`src/rtl/retire_trace_sink_pkg.sv`:
```
// ---------------------------------------------------------------------------
// retire_trace_sink_pkg
// Shared types and constants for the retire-trace sink.
//
// Contents:
//   TRACE_XLEN          datapath width of pc / instr / data fields in a record
//   TRACE_SEQ_W         width of the sequence tag and the retire counter
//   TRACE_DEPTH_DEFAULT default number of buffered trace records
//   retire_rec_t        one captured retire event
//
// Configuration macro: RETIRE_TRACE_MEM_EN
//   defined   -> records carry has_mem / mem_addr / mem_data
//   undefined -> store information is omitted and the record narrows
// ---------------------------------------------------------------------------
package retire_trace_sink_pkg;

    localparam int TRACE_XLEN          = 32;
    localparam int TRACE_SEQ_W         = 32;
    localparam int TRACE_DEPTH_DEFAULT = 16;

    // Field order puts the sequence tag in the most significant bits so a raw
    // hex dump of a record starts with its sequence number.
    typedef struct packed {
        logic [TRACE_SEQ_W-1:0] seq;
        logic [TRACE_XLEN-1:0]  pc;
        logic [31:0]            instr;
        logic                   has_rd;
        logic [4:0]             rd_addr;
        logic [TRACE_XLEN-1:0]  rd_data;
`ifdef RETIRE_TRACE_MEM_EN
        logic                   has_mem;
        logic [TRACE_XLEN-1:0]  mem_addr;
        logic [TRACE_XLEN-1:0]  mem_data;
`endif
    } retire_rec_t;

endpackage

```
`src/rtl/retire_trace_sink_if.sv`:
```
// ---------------------------------------------------------------------------
// retire_trace_sink_if
// Bundles the retire-trace input port, the record drain handshake and the
// statistics outputs of retire_trace_sink.
//
// Parameters:
//   DEPTH   FIFO entries (sets the width of count_o)
//   DROP_W  width of the saturating drop counter
//
// Modports:
//   master  core/consumer side: drives the retire fields, clr_i, rec_ready_i
//   slave   the sink itself
// ---------------------------------------------------------------------------
interface retire_trace_sink_if #(
    parameter int DEPTH  = retire_trace_sink_pkg::TRACE_DEPTH_DEFAULT,
    parameter int DROP_W = 16
);
    localparam int XLEN  = retire_trace_sink_pkg::TRACE_XLEN;
    localparam int SEQ_W = retire_trace_sink_pkg::TRACE_SEQ_W;
    localparam int CNT_W = $clog2(DEPTH) + 1;

    logic                               update_i;
    logic [XLEN-1:0]                    pc_i;
    logic [31:0]                        instr_i;
    logic [4:0]                         reg_addr_i;
    logic [XLEN-1:0]                    reg_data_i;
    logic [XLEN-1:0]                    mem_addr_i;
    logic [XLEN-1:0]                    mem_data_i;
    logic                               clr_i;
    logic                               rec_valid_o;
    logic                               rec_ready_i;
    retire_trace_sink_pkg::retire_rec_t rec_o;
    logic [CNT_W-1:0]                   count_o;
    logic                               overflow_o;
    logic [DROP_W-1:0]                  drop_cnt_o;
    logic [SEQ_W-1:0]                   retire_cnt_o;

    modport master (
        output update_i, pc_i, instr_i, reg_addr_i, reg_data_i,
               mem_addr_i, mem_data_i, clr_i, rec_ready_i,
        input  rec_valid_o, rec_o, count_o, overflow_o, drop_cnt_o,
               retire_cnt_o
    );

    modport slave (
        input  update_i, pc_i, instr_i, reg_addr_i, reg_data_i,
               mem_addr_i, mem_data_i, clr_i, rec_ready_i,
        output rec_valid_o, rec_o, count_o, overflow_o, drop_cnt_o,
               retire_cnt_o
    );

endinterface

```
`src/rtl/retire_trace_sink_fifo.sv`:
```
// ---------------------------------------------------------------------------
// sync_fifo_fwft
// Single-clock first-word-fall-through FIFO: the head entry is visible on
// dout whenever count > 0, and reads zero when the FIFO is empty.
//
// Parameters:
//   WIDTH  entry width in bits
//   DEPTH  number of entries; power of two, >= 2
//
// Ports:
//   clk    clock
//   rst    asynchronous active-high reset (empties the FIFO)
//   clr    synchronous clear, overrides push and pop
//   push   write din at the tail (caller guarantees room)
//   pop    drop the head entry (caller guarantees count > 0)
//   din    tail data
//   dout   head data
//   count  occupancy, 0..DEPTH
// ---------------------------------------------------------------------------
module sync_fifo_fwft #(
    parameter int WIDTH = 8,
    parameter int DEPTH = 16
) (
    input  logic                     clk,
    input  logic                     rst,
    input  logic                     clr,
    input  logic                     push,
    input  logic                     pop,
    input  logic [WIDTH-1:0]         din,
    output logic [WIDTH-1:0]         dout,
    output logic [$clog2(DEPTH):0]   count
);
    localparam int PTR_W = $clog2(DEPTH);
    localparam int CNT_W = PTR_W + 1;

    logic [WIDTH-1:0] storage [DEPTH];
    logic [PTR_W-1:0] wr_ptr;
    logic [PTR_W-1:0] rd_ptr;
    logic [CNT_W-1:0] count_q;

    // Storage has no reset; stale entries are never visible because the
    // output is gated by the occupancy count.
    always_ff @(posedge clk) begin
        if (push && !clr) begin
            storage[wr_ptr] <= din;
        end
    end

    // Pointers wrap naturally because DEPTH is a power of two. The count is
    // kept explicitly so that full (DEPTH) and empty (0) are unambiguous.
    always_ff @(posedge clk or posedge rst) begin
        if (rst) begin
            wr_ptr  <= '0;
            rd_ptr  <= '0;
            count_q <= '0;
        end else if (clr) begin
            wr_ptr  <= '0;
            rd_ptr  <= '0;
            count_q <= '0;
        end else begin
            if (push) begin
                wr_ptr <= wr_ptr + 1'b1;
            end
            if (pop) begin
                rd_ptr <= rd_ptr + 1'b1;
            end
            case ({push, pop})
                2'b10:   count_q <= count_q + 1'b1;
                2'b01:   count_q <= count_q - 1'b1;
                default: count_q <= count_q;
            endcase
        end
    end

    assign dout  = (count_q != '0) ? storage[rd_ptr] : '0;
    assign count = count_q;

endmodule

```
`src/rtl/retire_trace_sink.sv`:
```
// ---------------------------------------------------------------------------
// retire_trace_sink
// Consumer end of the core's retire-trace port. Every retire strobe is packed
// into a tagged record (seq = retire count before the event) and buffered in
// a FWFT FIFO drained over a valid/ready port. Events that find the FIFO full
// are dropped and counted; gaps in seq expose them to the log reader.
//
// Parameters:
//   DEPTH   FIFO entries; power of two, >= 2
//   DROP_W  width of the saturating drop counter
//   (XLEN and SEQ_W are fixed by retire_trace_sink_pkg, which owns the record)
//
// Ports:
//   clk_i   system clock
//   rst_i   asynchronous active-high reset
//   bus     retire_trace_sink_if.slave:
//             update_i, pc_i, instr_i, reg_addr_i, reg_data_i,
//             mem_addr_i, mem_data_i, clr_i, rec_ready_i   (inputs)
//             rec_valid_o, rec_o, count_o, overflow_o,
//             drop_cnt_o, retire_cnt_o                      (outputs)
//
// Configuration macro: RETIRE_TRACE_MEM_EN (store fields in the record)
// ---------------------------------------------------------------------------
module retire_trace_sink
    import retire_trace_sink_pkg::*;
#(
    parameter int DEPTH  = TRACE_DEPTH_DEFAULT,
    parameter int DROP_W = 16
) (
    input logic                clk_i,
    input logic                rst_i,
    retire_trace_sink_if.slave bus
);
    localparam int                CNT_W    = $clog2(DEPTH) + 1;
    localparam logic [CNT_W-1:0]  FULL_CNT = CNT_W'(DEPTH);
    localparam int                REC_W    = $bits(retire_rec_t);

    retire_rec_t             rec_next;
    logic [REC_W-1:0]        fifo_head;
    logic [CNT_W-1:0]        fifo_count;
    logic                    fifo_valid;
    logic                    pop;
    logic                    room;
    logic                    push;
    logic                    drop;
    logic [TRACE_SEQ_W-1:0]  retire_cnt;
    logic [DROP_W-1:0]       drop_cnt;
    logic                    overflow;

    // Record packing. Register x0 writes are normalised to has_rd=0 with zero
    // data so that the log never shows a phantom write to x0.
    always_comb begin
        rec_next         = '0;
        rec_next.seq     = retire_cnt;
        rec_next.pc      = bus.pc_i;
        rec_next.instr   = bus.instr_i;
        rec_next.has_rd  = (bus.reg_addr_i != 5'd0);
        rec_next.rd_addr = bus.reg_addr_i;
        rec_next.rd_data = rec_next.has_rd ? bus.reg_data_i : '0;
`ifdef RETIRE_TRACE_MEM_EN
        // A store of zero to address zero looks identical to "no store".
        rec_next.has_mem  = (bus.mem_addr_i != '0) || (bus.mem_data_i != '0);
        rec_next.mem_addr = bus.mem_addr_i;
        rec_next.mem_data = bus.mem_data_i;
`endif
    end

`ifndef RETIRE_TRACE_MEM_EN
    logic unused_mem_fields;
    assign unused_mem_fields = ^{bus.mem_addr_i, bus.mem_data_i};
`endif

    // Push/drop decision. A full FIFO still takes a new record when the head
    // leaves in the same cycle. clr discards both the pop and the event.
    assign fifo_valid = (fifo_count != '0);
    assign pop        = fifo_valid && bus.rec_ready_i && !bus.clr_i;
    assign room       = (fifo_count != FULL_CNT) || pop;
    assign push       = bus.update_i && !bus.clr_i && room;
    assign drop       = bus.update_i && !bus.clr_i && !room;

    sync_fifo_fwft #(
        .WIDTH (REC_W),
        .DEPTH (DEPTH)
    ) u_fifo (
        .clk   (clk_i),
        .rst   (rst_i),
        .clr   (bus.clr_i),
        .push  (push),
        .pop   (pop),
        .din   (rec_next),
        .dout  (fifo_head),
        .count (fifo_count)
    );

    // Statistics. The retire counter counts every event, dropped or not, so
    // that it always matches the next sequence tag.
    always_ff @(posedge clk_i or posedge rst_i) begin
        if (rst_i) begin
            retire_cnt <= '0;
            drop_cnt   <= '0;
            overflow   <= 1'b0;
        end else if (bus.clr_i) begin
            retire_cnt <= '0;
            drop_cnt   <= '0;
            overflow   <= 1'b0;
        end else begin
            if (bus.update_i) begin
                retire_cnt <= retire_cnt + 1'b1;
            end
            if (drop) begin
                overflow <= 1'b1;
                if (drop_cnt != {DROP_W{1'b1}}) begin
                    drop_cnt <= drop_cnt + 1'b1;
                end
            end
        end
    end

    assign bus.rec_valid_o  = fifo_valid;
    assign bus.rec_o        = retire_rec_t'(fifo_head);
    assign bus.count_o      = fifo_count;
    assign bus.overflow_o   = overflow;
    assign bus.drop_cnt_o   = drop_cnt;
    assign bus.retire_cnt_o = retire_cnt;

endmodule

```
`src/flat_wrapper.sv`:
```
// flat-port wrapper written by rule: the top's interface ports become plain ports
module retire_trace_sink_flat import retire_trace_sink_pkg::*;
#(
    parameter int DEPTH  = TRACE_DEPTH_DEFAULT,
    parameter int DROP_W = 16
)
  (clk_i, rst_i, bus_update_i, bus_pc_i, bus_instr_i, bus_reg_addr_i, bus_reg_data_i, bus_mem_addr_i, bus_mem_data_i, bus_clr_i, bus_rec_ready_i, bus_rec_valid_o, bus_rec_o, bus_count_o, bus_overflow_o, bus_drop_cnt_o, bus_retire_cnt_o);
  retire_trace_sink_if #(.DEPTH(DEPTH), .DROP_W(DROP_W)) bus_i ();
  input logic clk_i;
  input logic rst_i;
  input wire logic [$bits(bus_i.update_i)-1:0] bus_update_i;
  input wire logic [$bits(bus_i.pc_i)-1:0] bus_pc_i;
  input wire logic [$bits(bus_i.instr_i)-1:0] bus_instr_i;
  input wire logic [$bits(bus_i.reg_addr_i)-1:0] bus_reg_addr_i;
  input wire logic [$bits(bus_i.reg_data_i)-1:0] bus_reg_data_i;
  input wire logic [$bits(bus_i.mem_addr_i)-1:0] bus_mem_addr_i;
  input wire logic [$bits(bus_i.mem_data_i)-1:0] bus_mem_data_i;
  input wire logic [$bits(bus_i.clr_i)-1:0] bus_clr_i;
  input wire logic [$bits(bus_i.rec_ready_i)-1:0] bus_rec_ready_i;
  output wire logic [$bits(bus_i.rec_valid_o)-1:0] bus_rec_valid_o;
  output wire logic [$bits(bus_i.rec_o)-1:0] bus_rec_o;
  output wire logic [$bits(bus_i.count_o)-1:0] bus_count_o;
  output wire logic [$bits(bus_i.overflow_o)-1:0] bus_overflow_o;
  output wire logic [$bits(bus_i.drop_cnt_o)-1:0] bus_drop_cnt_o;
  output wire logic [$bits(bus_i.retire_cnt_o)-1:0] bus_retire_cnt_o;
  assign bus_i.update_i = bus_update_i;
  assign bus_i.pc_i = bus_pc_i;
  assign bus_i.instr_i = bus_instr_i;
  assign bus_i.reg_addr_i = bus_reg_addr_i;
  assign bus_i.reg_data_i = bus_reg_data_i;
  assign bus_i.mem_addr_i = bus_mem_addr_i;
  assign bus_i.mem_data_i = bus_mem_data_i;
  assign bus_i.clr_i = bus_clr_i;
  assign bus_i.rec_ready_i = bus_rec_ready_i;
  assign bus_rec_valid_o = bus_i.rec_valid_o;
  assign bus_rec_o = bus_i.rec_o;
  assign bus_count_o = bus_i.count_o;
  assign bus_overflow_o = bus_i.overflow_o;
  assign bus_drop_cnt_o = bus_i.drop_cnt_o;
  assign bus_retire_cnt_o = bus_i.retire_cnt_o;
  retire_trace_sink #(.DEPTH(DEPTH), .DROP_W(DROP_W)) u_core (.clk_i(clk_i), .rst_i(rst_i), .bus(bus_i));
endmodule
```
`config.mk`:
```
export PLATFORM = sky130hd
export DESIGN_NAME = retire_trace_sink_flat
export DESIGN_NICKNAME = d
export VERILOG_FILES = /design/src/rtl/retire_trace_sink_pkg.sv /design/src/rtl/retire_trace_sink_if.sv /design/src/rtl/retire_trace_sink_fifo.sv /design/src/rtl/retire_trace_sink.sv /design/src/flat_wrapper.sv
export SDC_FILE = /design/constraint.sdc
export NUM_CORES = 2
export LEC_CHECK = 0
export BUFFER_PORTS_ARGS = -buffer_cell sky130_fd_sc_hd__buf_2
export CAP_MARGIN = 20
export CORE_ASPECT_RATIO = 0.6
export CORE_UTILIZATION = 44
export CTS_CLUSTER_DIAMETER = 60
export CTS_CLUSTER_SIZE = 24
export DETAILED_ROUTE_END_ITERATION = 7
export SYNTH_ARGS = -nofsm -noshare
export SYNTH_HDL_FRONTEND = slang
export SYNTH_SLANG_ARGS = --single-unit
```
`constraint.sdc`:
```
create_clock -name clk_i -period 16.5 [get_ports clk_i]
set_clock_uncertainty 0.1 [all_clocks]
set_input_delay 0 -clock clk_i [delete_from_list [all_inputs] [get_ports clk_i]]
set_output_delay 0 -clock clk_i [all_outputs]
set_load 0.005 [all_outputs]
```
# Yosys cells after proc, flatten, opt, wreduce, memory -nomap -nowiden
# Memory sizes are Yosys's and may differ from the RTL's.
# Index checks and enable logic that the tools add are counted.
# classes
add_sub_neg,6
n_reduce_logical,18
n_mux,17
n_eq_ne,4
# op_table
op,count
two-way mux 134 bit,1
two-way mux 32 bit,3
two-way mux 16 bit,3
"adder 32 x 1 -> 32 bit, second input constant",1
"adder 16 x 1 -> 16 bit, second input constant",1
two-way mux 4 bit,4
"!= test 16 bit, second input constant",1
one-hot mux 5 bit (2 select lines),1
nonzero test 2 bit,5
nonzero test 5 bit,2
"adder 4 x 1 -> 4 bit, second input constant",2
logical AND 1 bit,6
"adder 5 x 1 -> 5 bit, second input constant",1
two-way mux 5 bit,1
"!= test 5 bit, second input constant",1
"subtractor 5 x 1 -> 5 bit, second input constant",1
two-way mux 1 bit,4
nonzero test 3 bit,1
"== test 2 x 1 -> 1 bit, second input constant",1
"== test 2 bit, second input constant",1
logical NOT 1 bit,2
AND reduction 2 bit,1
logical OR 1 bit,1
# word_totals
output_inout_bits,189
ramBits,2144
ff_bits,62
mem_count,1
# memory_table
memory,depth,width,read_ports,rd_ports_with_merged_regs,wr,line,source
u_core.u_fifo.storage,16,134,1,0,1,retire_trace_sink_fifo.sv:36,logic [WIDTH-1:0] storage [DEPTH];

# Depth between registers and ports, before layout
# depth
ltp_word,8
mapped_depth,12
ltp_nobuf,11

# Cells and area by module
# Synthesis repeated with hierarchy kept, for this count alone.
# hier_totals
cells_unflattened,3727
area_unflattened_um2,84898.9
# modules_own_cells
module,area_per_inst_um2,cells_each,instances
sync_fifo_fwft,81744.6,3367,1
retire_trace_sink,3154.3,360,1

# Least setup slack after synthesis
# No wires, ideal clock.
# synth_timing
kind,register -> register
start,register u_core.u_fifo.count_q[4] (netlist: u_core.u_fifo.count[4])
end,"memory u_core.u_fifo.storage[3][0] (netlist name), enable pin"
setup_time_ns,0.956
path_stages_with_launch,5
t_arrival_ns,13.528
synth_period_minus_slack_ns,14.584
setup_slack_ns,1.916
path_buffers,0
path_cell_list,dfrtp_1 nor2b_1 nand2_1 nand2_1 nor4_1
# synth_via
elab_chain_len,8
word_cells_on_any_way,9
cone_classes,1 x eq/ne; 2 x mux; 6 x reduce/logical
# synth_lines
item,line,source
"start, declared",retire_trace_sink_fifo.sv:39,logic [CNT_W-1:0] count_q;
"start signal, assigned",retire_trace_sink_fifo.sv:68,2'b10: count_q <= count_q + 1'b1;
"start signal, assigned",retire_trace_sink_fifo.sv:69,2'b01: count_q <= count_q - 1'b1;
"start signal, assigned",retire_trace_sink_fifo.sv:70,default: count_q <= count_q;
nonzero test 5 bit,retire_trace_sink.sv:75,assign fifo_valid = (fifo_count != '0);
logical AND 1 bit (2 in a row),retire_trace_sink.sv:76,assign pop = fifo_valid && bus.rec_ready_i && !bus.clr_i;
logical OR 1 bit (*),retire_trace_sink.sv:77,assign room = (fifo_count != FULL_CNT) || pop;
logical AND 1 bit (*),retire_trace_sink.sv:78,assign push = bus.update_i && !bus.clr_i && room;
logical AND 1 bit (*),retire_trace_sink_fifo.sv:44,if (push && !clr) begin
two-way mux 1 bit (*),retire_trace_sink_fifo.sv:44,
two-way mux 1 bit (not written as such) (*),retire_trace_sink_fifo.sv:45,storage[wr_ptr] <= din;
"end, declared",retire_trace_sink_fifo.sv:36,
# Every way passes the cells marked *; elsewhere a longest branch is shown, timed or not.

# Worst setup path after layout
# layout_timing
start,register u_core.u_fifo.rd_ptr[0]
end,output port bus_rec_o[30]
# layout_via
elab_chain_len,2
# layout_lines
item,line,source
"start, declared",retire_trace_sink_fifo.sv:38,logic [PTR_W-1:0] rd_ptr;
"start signal, assigned",retire_trace_sink_fifo.sv:65,rd_ptr <= rd_ptr + 1'b1;
memory (16 x 134 bit),-,
two-way mux 134 bit,retire_trace_sink_fifo.sv:75,assign dout = (count_q != '0) ? storage[rd_ptr] : '0;
"end, declared",flat_wrapper.sv:21,output wire logic [$bits(bus_i.rec_o)-1:0] bus_rec_o;
# No other way between the ends.

==> metrics.txt <==
status=finished, final reports clean; critical-path maximum fanout=97; Worst Hold Endpoint=u_core.u_fifo.storage[14][92]; Clock Tree Buf Depth=3; Hold Crit Start=bus_pc_i[22]; Net Count, Synth=about 3,900; number of primary I/O pins=roughly 360; RR Startpoint=u_core.u_fifo.count[4]; ys async rst share=2.81%; Std-Cell Core Area=191,000 sq um; Clock transition at path regs=roughly 90 ps; worst path buffer plus inverter count=5; setup TNS=0 ps; Vias/cell=approximately 5.7; Residual DRC=0; max-slew violation count=0; crit path kind=register to primary output; minimum clock period=~6100 ps; final hold vios=0; Max Fclk=0.164 GHz; R2R depth=6; max cap viols=0; GRT Util Overall=roughly a fifth; die area=between 150,000 and 200,000 sq um; RR Endpoint=u_core.u_fifo.storage[12][46]; Post-synth EDFFs=between 2,000 and 2,500; initial core utilization=around 44%; Die Width=569 um; GRT overflow=0; CTS tree=done; part of the cycle the worst path needs=about 37%; unrepaired setup endpoints after global routing=false; Slew Limit Headroom=between 20% and 30%; drt first-iter violations=roughly 4,200; post-detailed-route wirelength per cell=between 20 and 30 um; most used cell, CP=buf_4; WP data arrival=between 5000 and 6000 ps; Hold Crit Class=input pin to register; Distinct cells, synth=between 40 and 50; commonest non-fill, non-tap cells in the layout=edfxtp_1 (2,144), mux4_2 (536), buf_2 (294); startpoint types=register; vias in the first global route=roughly 40,000; Syn. warnings=0; drt first pass iters=7; CTS resizes=0; IO Port Bufs=slightly below 300; Hold WS=between 50 and 60 ps; Layout Nets=about 4,300; sinks on the clock net=between 2,000 and 2,500; H-tree levels=3; CP max stage cell=buf_4; Most used DFF post-synth=edfxtp_1; Gate Count Post-Synth=about 3,700; crit path cell chain=buf_4 > buf_4 > buf_12 > buf_4 > mux4_2 > mux2i_1 > o22ai_1 > buf_2; hold path depth=2; average size of a mapped cell=~23 sq um; die height=342 um; Critical Path RT=approximately 16,000 ps; final setup fails=0; pin count of the biggest net entering global routing=roughly 110; delay of the slowest critical-path stage=roughly 860 ps; Seq cells post-synth=about 2,200; number of buffers created by CTS=about 120; Worst VDD drop=124 uV; r2r setup slk=roughly 12,000 ps; DP Wirelength=roughly 100,000 um; Root Buffer=clkbuf_16; CP Capture Type=primary output; number of antenna violations at the first check in global routing=10; gp weighted congestion=around 0.72; total wire length=approximately 200,000 um; CP delay by family, top=buffers and inverters; post-route ant nets=0; Synth-to-Final Area Change=11.2%; Mapped Area=84,800 sq um; register area share after synthesis=just under 80%; share of post-route cells with drive strength above 1=between 20% and 30%; Leak=28.9 nW; worst-margin pin slew=between 1000 and 1500 ps; FP Rows=124; most common cell after layout, fill and taps aside=edfxtp_1; Pwr per Cell Area=129 nW/um^2; vias=38,900; clock latency on the worst-skew pair=760 ps; first-pass GRT wire length=approximately 280,000 um
==> cells by family (layout without fill, tap and decap cells) <==
family	after synthesis	count (layout)	synth area share [%]
XOR/XNOR	47	47	0.485
AO/OA/AOI/OAI	163	163	1.19
other	0	3	0
multiplexers	810	810	17.5
AND/OR/NAND/NOR	236	236	1.52
buffers and inverters	247	708	1.40
adder cells (fa/ha/maj)	11	11	0.171
flip-flops	2206	2206	77.8
==> registers in the layout, indices dropped and copies added, names as in the netlist <==
name,count
u_core.u_fifo.storage,2144
u_core.bus.retire_cnt_o,32
u_core.bus.drop_cnt_o,16
u_core.u_fifo.count,5
u_core.u_fifo.rd_ptr,4
u_core.u_fifo.wr_ptr,4
u_core.bus.overflow_o,1
==> worst register-to-register path, cell delays in order, from the launching register on <==
cell and delay [ps]:
dfrtp_1 460, nor2b_1 240, nand2_1 250, nand4_1 430, nor2_4 550, buf_4 910
buf_4 950
==> repair_timing <==
action / 4_1_cts / 5_1_grt
setup buffers: 0 / 0
endpoints found under the hold margin: 1740 / 0
hold buffers: 121 / 0
==> Yosys cell counts, types with 2 or more instances <==
library cell  count  area share (%)
nor4_1           10           0.074
xnor2_1          25            0.26
nand2b_1          6           0.044
nor2b_1          35            0.26
inv_1            15           0.066
buf_4            39            0.35
or3_1             5           0.037
nand3_1          21            0.12
buf_2            94            0.55
mux2i_1         270             3.2
and2_1           10           0.074
a311oi_1          2           0.021
o21ai_0           6           0.035
dfrtp_1          62             1.8
or4_1             2           0.018
mux2_2            4           0.053
and3_1            5           0.037
nor3b_1           4           0.035
a21oi_1          12           0.071
buf_1            13           0.058
edfxtp_1       2144              76
or2_2             2           0.015
nor2_1           69            0.31
a31oi_1           3           0.022
nand3_2           2           0.024
clkbuf_1         86            0.38
nand4_1          22            0.16
o22ai_1         134            0.99
nor3_2            3           0.035
nand2_1          23            0.10
ha_1             10            0.15
and4_1            4           0.041
xor2_1           22            0.23
nor3_1            6           0.035
mux4_2          536              14
==> where the power goes <==
group	switching [mW]	total [mW]	internal (mW)
Sequential	0.0579	6.24	6.18
Combinational	1.38	2.57	1.20
Clock	1.81	3.36	1.55
Total	3.25	12.2	8.92
==> stage by stage <==
stage / area (sq um) / cells / utilization [%] / worst slack (ps) / power [mW]
6_report: 94300 / 6767 / 49.4 / 10410 / 12.2
5_1_grt: 94300 / 6765 / 49.4 / 9720 / 12.6
4_1_cts: 94300 / 6764 / 49.4 / 10030 / 12.3
3_5_place_dp: 89200 / 6442 / 46.7 / 10890 / 8.99
3_3_place_gp: 89200 / 6442 / 46.7 / 10920 / 8.98
2_1_floorplan: 84800 / 3720 / - / 1920 / 8.10
==> how the worst max path moves through the flow <==
stage                       startpoint                     endpoint  slack (ps)  depth (start not counted)
6_report       u_core.u_fifo.rd_ptr[0]                bus_rec_o[30]       10410                          8
5_1_grt        u_core.u_fifo.rd_ptr[0]                bus_rec_o[30]        9720                          8
4_1_cts        u_core.u_fifo.rd_ptr[0]                bus_rec_o[30]       10030                          8
3_5_place_dp   u_core.u_fifo.rd_ptr[0]                bus_rec_o[30]       10890                          8
3_3_place_gp   u_core.u_fifo.rd_ptr[0]                bus_rec_o[30]       10920                          8
2_1_floorplan   u_core.u_fifo.count[4]  u_core.u_fifo.storage[3][0]        1920                          4
==> metal layers <==
metal	up-vias	wire length, um	GRT usage, %
li1	16400	-	-
met1	21400	91300	30.7
met2	972	91400	31.0
met3	167	9640	2.88
met4	4	2900	3.34
met5	-	27	0
==> layout make-up <==
cell class              instances  area [sq um]
inverters                      15          56.3
repair buffers                492          3400
multi-input cells            1267         17800
diodes                          3          7.51
flip-flops and latches       2206         65900
well taps                    2583          3230
fillers                     15100         96700
clock buffers                 136          3070
clock inverters                65           811
Note: power is estimated with default switching activity, not from simulation.
